## src/rtl/vga_rx_monitor.sv

```systemverilog
// VGA receive monitor: recovers pixel coordinates, measures frame geometry and per-frame CRC.
// Optional define VGA_RX_CRC_EN enables the CRC-16-CCITT datapath; without it frame_crc is 0.
module vga_rx_monitor #(
  parameter bit HS_POL = 1'b0,
  parameter bit VS_POL = 1'b0
) (
  input  logic        clk,
  input  logic        rstn,
  input  logic        vga_hsync,
  input  logic        vga_vsync,
  input  logic        vga_de,
  input  logic [15:0] vga_rgb,
  output logic        pix_valid,
  output logic [15:0] pix_x,
  output logic [15:0] pix_y,
  output logic [15:0] pix_rgb,
  output logic        frame_done,
  output logic [15:0] frame_width,
  output logic [15:0] frame_height,
  output logic [15:0] line_total,
  output logic [15:0] frame_crc,
  output logic        err_width,
  output logic        locked
);

  // state     | meaning
  // ST_IDLE   | no SOF seen since reset; the next SOF only arms measurement
  // ST_ARMED  | measuring; every SOF publishes the frame just finished
  typedef enum logic {
    ST_IDLE  = 1'b0,
    ST_ARMED = 1'b1
  } state_t;

  state_t      r_state;
  state_t      w_state_nxt;
  logic        w_frame_end;

  logic        r_hs_d;
  logic        r_vs_d;
  logic        r_de_d;
  logic        w_hs_edge;
  logic        w_sof;
  logic        w_de_fall;
  logic        w_geom_match;

  logic [15:0] r_x_cnt;
  logic [15:0] r_y_cnt;
  logic [15:0] r_h_cnt;
  logic [15:0] r_ref_width;
  logic        r_err_acc;
  logic        r_line_seen;
  logic        r_have_prev;

  function automatic logic [15:0] sat_inc(input logic [15:0] v);
    return (v == 16'hFFFF) ? v : v + 16'd1;
  endfunction

  assign w_hs_edge    = (vga_hsync == HS_POL) && (r_hs_d != HS_POL);
  assign w_sof        = (vga_vsync == VS_POL) && (r_vs_d != VS_POL);
  assign w_de_fall    = r_de_d && !vga_de;
  assign w_geom_match = (r_ref_width == frame_width) && (r_y_cnt == frame_height);

  always_ff @(posedge clk or negedge rstn) begin
    if (!rstn) begin
      r_state <= ST_IDLE;
    end else begin
      r_state <= w_state_nxt;
    end
  end

  always_comb begin
    w_state_nxt = r_state;
    w_frame_end = 1'b0;
    case (r_state)
      ST_IDLE: begin
        if (w_sof) w_state_nxt = ST_ARMED;
      end
      ST_ARMED: begin
        if (w_sof) w_frame_end = 1'b1;
      end
      default: w_state_nxt = ST_IDLE;
    endcase
  end

  always_ff @(posedge clk or negedge rstn) begin
    if (!rstn) begin
      r_hs_d <= 1'b0;
      r_vs_d <= 1'b0;
      r_de_d <= 1'b0;
    end else begin
      r_hs_d <= vga_hsync;
      r_vs_d <= vga_vsync;
      r_de_d <= vga_de;
    end
  end

  // A pixel on the SOF cycle is coordinate (0,0) of the new frame.
  always_ff @(posedge clk or negedge rstn) begin
    if (!rstn) begin
      pix_valid <= 1'b0;
      pix_x     <= 16'd0;
      pix_y     <= 16'd0;
      pix_rgb   <= 16'd0;
    end else begin
      pix_valid <= vga_de;
      if (vga_de) begin
        pix_rgb <= vga_rgb;
        pix_x   <= w_sof ? 16'd0 : r_x_cnt;
        pix_y   <= w_sof ? 16'd0 : r_y_cnt;
      end
    end
  end

  always_ff @(posedge clk or negedge rstn) begin
    if (!rstn) begin
      r_x_cnt     <= 16'd0;
      r_y_cnt     <= 16'd0;
      r_ref_width <= 16'd0;
      r_err_acc   <= 1'b0;
      r_line_seen <= 1'b0;
    end else if (w_sof) begin
      r_x_cnt     <= vga_de ? 16'd1 : 16'd0;
      r_y_cnt     <= 16'd0;
      r_err_acc   <= 1'b0;
      r_line_seen <= 1'b0;
    end else if (vga_de) begin
      r_x_cnt <= sat_inc(r_x_cnt);
    end else if (w_de_fall) begin
      r_x_cnt <= 16'd0;
      r_y_cnt <= sat_inc(r_y_cnt);
      if (!r_line_seen) begin
        r_ref_width <= r_x_cnt;
        r_line_seen <= 1'b1;
      end else if (r_x_cnt != r_ref_width) begin
        r_err_acc <= 1'b1;
      end
    end
  end

  always_ff @(posedge clk or negedge rstn) begin
    if (!rstn) begin
      r_h_cnt    <= 16'd0;
      line_total <= 16'd0;
    end else if (w_hs_edge) begin
      line_total <= r_h_cnt;
      r_h_cnt    <= 16'd1;
    end else begin
      r_h_cnt <= sat_inc(r_h_cnt);
    end
  end

  // Lock needs two consecutive error-free frames with identical geometry.
  always_ff @(posedge clk or negedge rstn) begin
    if (!rstn) begin
      frame_done   <= 1'b0;
      frame_width  <= 16'd0;
      frame_height <= 16'd0;
      err_width    <= 1'b0;
      locked       <= 1'b0;
      r_have_prev  <= 1'b0;
    end else begin
      frame_done <= w_frame_end;
      if (w_frame_end) begin
        frame_width  <= r_ref_width;
        frame_height <= r_y_cnt;
        err_width    <= r_err_acc;
        locked       <= r_have_prev && !r_err_acc && !err_width && w_geom_match;
        r_have_prev  <= 1'b1;
      end
    end
  end

`ifdef VGA_RX_CRC_EN
  logic [15:0] r_crc;
  logic [15:0] w_crc_base;

  function automatic logic [15:0] crc_fold(input logic [15:0] c, input logic [15:0] d);
    logic [15:0] v;
    v = c;
    for (int i = 15; i >= 0; i--) begin
      v = {v[14:0], 1'b0} ^ ((v[15] ^ d[i]) ? 16'h1021 : 16'h0000);
    end
    return v;
  endfunction

  assign w_crc_base = w_sof ? 16'hFFFF : r_crc;

  always_ff @(posedge clk or negedge rstn) begin
    if (!rstn) begin
      r_crc     <= 16'hFFFF;
      frame_crc <= 16'd0;
    end else begin
      if (vga_de) begin
        r_crc <= crc_fold(w_crc_base, vga_rgb);
      end else begin
        r_crc <= w_crc_base;
      end
      if (w_frame_end) frame_crc <= r_crc;
    end
  end
`else
  assign frame_crc = 16'h0000;
`endif

endmodule

```

## config.mk

```make
export PLATFORM = sky130hd
export DESIGN_NAME = vga_rx_monitor
export DESIGN_NICKNAME = d
export VERILOG_FILES = /design/src/rtl/vga_rx_monitor.sv
export SDC_FILE = /design/constraint.sdc
export NUM_CORES = 1
export LEC_CHECK = 0
export BUFFER_PORTS_ARGS = -buffer_cell sky130_fd_sc_hd__buf_2
export CORE_MARGIN = 4
export CORE_UTILIZATION = 51
export DETAILED_ROUTE_END_ITERATION = 10
export PLACE_DENSITY = 0.77
export SKIP_CTS_REPAIR_TIMING = 1
export SYNTH_ARGS = -nofsm -noshare
export SYNTH_HDL_FRONTEND = slang
export SYNTH_SLANG_ARGS = --single-unit
```

## constraint.sdc

```tcl
create_clock -name clk -period 1.9 [get_ports clk]
set_input_delay 0.19 -clock clk [delete_from_list [all_inputs] [get_ports clk]]
set_output_delay 0.19 -clock clk [all_outputs]
set_load 0.02 [all_outputs]
```

Word level (Yosys, flattened, before mapping) --
Cells that the tools add are included.
Word-level totals: flip-flop bits (word level) 170, latch bits 0, memory bits (writable) 0, bits in read-only memories 0, input port bits 21, output and inout bits 116, word-level logic and storage cells 81, memories kept 0
Cells by class: add/sub/neg operators 3, multiply operators 0, divide/modulo/power cells 0, order comparisons 0, equal/unequal tests 10, shift-type cells 0, multiplexer cells 24, bitwise gates (word level) 5, reductions and logical operators 19
Operator list (number):
- $mux 16 | 12
- $add 16x1->16 const B | 3
- $eq 16x16->1 const B | 3
- $eq 16x16->1 | 2
- $ne 16x16->1 | 1
- $mux 1 | 12
- $reduce_and 4->1 | 2
- $logic_and 1x1->1 | 7
- $reduce_bool 2->1 | 3
- $not 1->1 | 5
- $ne 2x2->1 const B | 2
- $reduce_and 2->1 | 2
- $logic_not 1->1 | 3
- $ne 3x3->1 const B | 1
- $reduce_and 3->1 | 1
- $reduce_bool 3->1 | 1
- $ne 2x1->1 const B | 1

Logic depth before layout (Yosys ltp) --
depth after elaboration 6, depth in mapped cells 7

Least setup slack after synthesis --
OpenSTA, ideal clock, no wires.
path type register -> register, from reg r_x_cnt[9], to reg r_x_cnt[1], library setup time 132 ps, data arrival time 1761 ps, required time 1768 ps, setup slack 8 ps, stages on the path, launching flop included 7, clock period less this slack 1892 ps, cell sequence dfrtp_1 clkbuf_1 nand4_1 nor4_2 mux2_1 a22oi_1 nor2_1
Between the ends: cells in the longest elaborated chain, start to end 3
RTL lines:
- from (decl) | line 46 | logic [15:0] r_x_cnt;
- from (signal assigned) | line 122 | r_x_cnt <= vga_de ? 16'd1 : 16'd0;
- from (signal assigned) | line 127 | r_x_cnt <= sat_inc(r_x_cnt);
- $eq 16x16->1 | line 55 | return (v == 16'hFFFF) ? v : v + 16'd1;
- $ne 3x3->1 (no source line)
- $reduce_and 2->1 (no source line)
Every way passes these cells. A chain may end at the register's enable or synchronous reset.

Worst setup path in the final report --
from reg r_y_cnt[0], to reg r_y_cnt[15]
Between the ends: cells in the longest elaborated chain, start to end 5
RTL lines:
- from (decl) | line 47 | logic [15:0] r_y_cnt;
- from (signal assigned) | line 130 | r_y_cnt <= sat_inc(r_y_cnt);
- $add 16x1->16 | line 55
- $mux 16 | line 55
- $mux 16 | line 128 | end else if (w_de_fall) begin
- $mux 16 | line 126 | end else if (vga_de) begin
- $mux 16 | line 121 | end else if (w_sof) begin
Parallel ways exist; a longest one is shown, timed or not. The select of a mux whose other input is x is not followed.

==> impl_metrics.py <==
metrics = {
    "outcome": {
        "run_status": "finished with violations",
        "violations": "negative hold slack",
    },
    "critical_path": {
        "worstPathArrival_ns": 2.14,
        "worst-endpoint-required_ns": 2.21,
        "endpoint_kind": "flip-flop",
        "worstSetupStartpointType": "flip-flop",
        "critPathMaxFanout": 4,
        "timing.setup.critical_path_class": "reg2reg",
    },
    "detailed_routing": {
        "detailedRoute.firstIterationViolations": 323,
        "via_count": 5837,
        "drt_first_pass_iters": 4,
        "drt-wirelength-per-cell_um": 16.3,
        "final_antenna_net_count": 0,
        "drc_errors": 0,
        "wl_um": 17800,
        "avgViaCountPerCell": 5.34,
    },
    "finish": {
        "antennaDiodeCount": 0,
        "final_layout_size_suffix_gt1_share_pct": 29.9,
        "final-instance-count-excl-fill": 1094,
        "area.growth.synth_to_final_pct": 23.2,
        "stdcell_area_um2": 9610,
        "final_net_count": 921,
    },
    "sta": {
        "layout_min_cycle_time_ns": 1.83,
        "maxClockFrequency_mhz": 547,
        "final_max_slew_viol_count": 0,
        "fin_crit_share_pct": 96.2,
        "report.final.hold_viol_count": 3,
        "setup_violations_final": 0,
        "worst_pin_slew_ns": 0.530,
        "timing.hold.ws_ns": -0.00536,
        "skew_ns": 0.00844,
        "slew_headroom_pct": 64.7,
    },
    "power_and_ir_drop": {
        "finalPower_mw": 8.54,
        "p_leak_nw": 4.90,
        "p_per_area_nw_per_um2": 889,
        "vdd_ir_drop_max_v": 0.000604,
    },
    "place": {
        "dpl-instance-area_um2": 8880,
        "numPlacedInstances": 1048,
        "globalplace.congestion": 0.902,
        "dp.final_hpwl_um": 12700,
        "port-buffer-count": 120,
    },
    "flow_run": {
        "max_cap_viol_count": 0,
    },
    "clock_tree": {
        "tritoncts": "yes",
        "level_count_of_the_clock_h_tree": 4,
        "insertion_delay_ns": 0.43,
        "clock_sink_count": 170,
        "number_of_buffers_created_by_cts": 17,
        "clkTransAtPathRegs_ns": 0.06,
        "max-clock-path-buffers": 2,
        "clock_tree_root": "sky130_fd_sc_hd__clkbuf_16",
    },
    "floorplan": {
        "core_area_um2": 14800,
        "dieArea_um2": 17300,
        "ioPinCount": 137,
        "die_width_um": 132,
        "die_y_um": 132,
        "initial_core_utilization_pct": 52.9,
        "floorplan.rows": 44,
    },
    "synth": {
        "synthesis.area_per_instance_um2": 10.7,
        "synth_sequential_area_ratio_pct": 54.5,
        "synth-edff-count": 0,
        "ys_top_cells_by_count": "170 x sky130_fd_sc_hd__dfrtp_1, 101 x sky130_fd_sc_hd__nand2_1, 54 x sky130_fd_sc_hd__mux2_2",
        "commonest_register_cell_after_synthesis": "sky130_fd_sc_hd__dfrtp_1",
        "syn_area_um2": 7800,
        "synth_cells": 732,
        "yosysTopAreaCellShare_pct": 54.5,
        "yosys_warnings": 0,
        "postSynthRegisterBits": 170,
        "yosys.cell_count.top_type": "sky130_fd_sc_hd__dfrtp_1",
        "netlist.top_cell.by_area": "sky130_fd_sc_hd__dfrtp_1",
        "netlist_top_cells_area": "sky130_fd_sc_hd__dfrtp_1 55%, sky130_fd_sc_hd__mux2_2 7.8%, sky130_fd_sc_hd__nand2_1 4.9%, sky130_fd_sc_hd__xnor2_1 4.6%, sky130_fd_sc_hd__xor2_1 4.6%",
        "synth-async-reset-ratio_pct": 100,
        "synth.distinct_cells": 48,
    },
    "global_routing": {
        "global_route.usage.total_pct": 21.0,
        "grt_max_degree": 53,
        "antenna_found_initial": 0,
        "first_global_vias": 5875,
        "global_route.overflow_total": 0,
        "grt_pass1_wl_um": 29500,
    },
    "worst_hold_path": {
        "min_path_type": "in2reg",
    },
}
power breakdown:
| group | internal (mW) | switching (mW) | leakage (nW) |
|---|---|---|---|
| sequential | 3.82 | 0.167 | 2.29 |
| clock | 1.98 | 1.41 | 0.281 |
| combinational | 0.476 | 0.683 | 2.33 |
cell type report:
class	count	area (um^2)
flip-flops and latches	170	4250
inverters	37	139
fillers	1170	5150
multi-input cells	480	3170
clock buffers	23	498
well taps	184	230
clock inverters	9	88.8
repair buffers	191	1230
cell usage in the layout, fill, tap and decap left out, types with 5 or more instances in the layout:
master,count
sky130_fd_sc_hd__dfrtp_1,170
sky130_fd_sc_hd__buf_2,119
sky130_fd_sc_hd__nand2_1,101
sky130_fd_sc_hd__buf_4,55
sky130_fd_sc_hd__mux2_2,54
sky130_fd_sc_hd__nor2_1,44
sky130_fd_sc_hd__xnor2_1,41
sky130_fd_sc_hd__xor2_1,41
sky130_fd_sc_hd__o21ai_0,38
sky130_fd_sc_hd__inv_1,37
sky130_fd_sc_hd__nand4_1,20
sky130_fd_sc_hd__clkbuf_16,17
sky130_fd_sc_hd__nand3_1,16
sky130_fd_sc_hd__conb_1,16
sky130_fd_sc_hd__nor3_1,13
sky130_fd_sc_hd__a21oi_1,11
sky130_fd_sc_hd__mux2_1,11
sky130_fd_sc_hd__nor4_1,11
sky130_fd_sc_hd__dlygate4sd3_1,11
sky130_fd_sc_hd__nand2b_1,6
sky130_fd_sc_hd__and3_1,5
sky130_fd_sc_hd__and4_1,5
sky130_fd_sc_hd__or3_1,5
sky130_fd_sc_hd__clkbuf_8,5
sky130_fd_sc_hd__buf_12,5
layer usage:
layer	vias to the layer above	track usage, %	part of all wire (%)
met3	30	5.43	5.4
met2	170	33.6	48
li1	2755	-	-
met1	2882	28.1	44
met4	0	7.23	2.2
met5	-	0	0
worst paths after layout:
check | slack, ns | startpoint | to | depth (start not counted)
max | 0.07 | r_y_cnt[0] | r_y_cnt[15] | 5
min | -0.005 | vga_rgb[5] | pix_rgb[5] | 2
max reg2reg | 0.07 | r_y_cnt[0] | r_y_cnt[15] | 5
min reg2reg | 0.48 | line_total[5] | line_total[5] | 2
max in group asynchronous | 0.99 | rstn | line_total[7] | 3
min in group asynchronous | 0.28 | rstn | frame_width[5] | 2
registers in the layout, summed over array words and instances, names as in the netlist, 16 cells and up:
register	cells
frame_height	16
frame_width	16
line_total	16
pix_rgb	16
pix_x	16
pix_y	16
r_h_cnt	16
r_ref_width	16
r_x_cnt	16
r_y_cnt	16
worst max-delay path, cell delays in order, from the launching register on:
cell and delay [ns]:
sky130_fd_sc_hd__dfrtp_1 0.40, sky130_fd_sc_hd__and4_4 0.25, sky130_fd_sc_hd__or4b_4 0.48, sky130_fd_sc_hd__a2111oi_4 0.35, sky130_fd_sc_hd__xnor2_1 0.17, sky130_fd_sc_hd__nor2_1 0.05
stage by stage:
stage	setup slack, ns	util [%]	setup TNS (ns)
2_1_floorplan	0.00765	-	0
3_3_place_gp	0.107	60.2	0
3_5_place_dp	0.0465	60.2	0
4_1_cts	0.0412	64.2	0
5_1_grt	-0.00568	65.1	-0.00568
6_report	0.0724	65.1	0
logic make-up after synthesis:
| logic type | share of synthesized area, % |
|---|---|
| XOR/XNOR | 9.21 |
| buffers and inverters | 5.65 |
| adder cells (fa/ha/maj) | 0.481 |
| other | 0.0481 |
| flip-flops | 54.5 |
| AO/OA/AOI/OAI | 5.28 |
| AND/OR/NAND/NOR | 15.1 |
| multiplexers | 9.64 |
(Power assumes the default switching activity.)
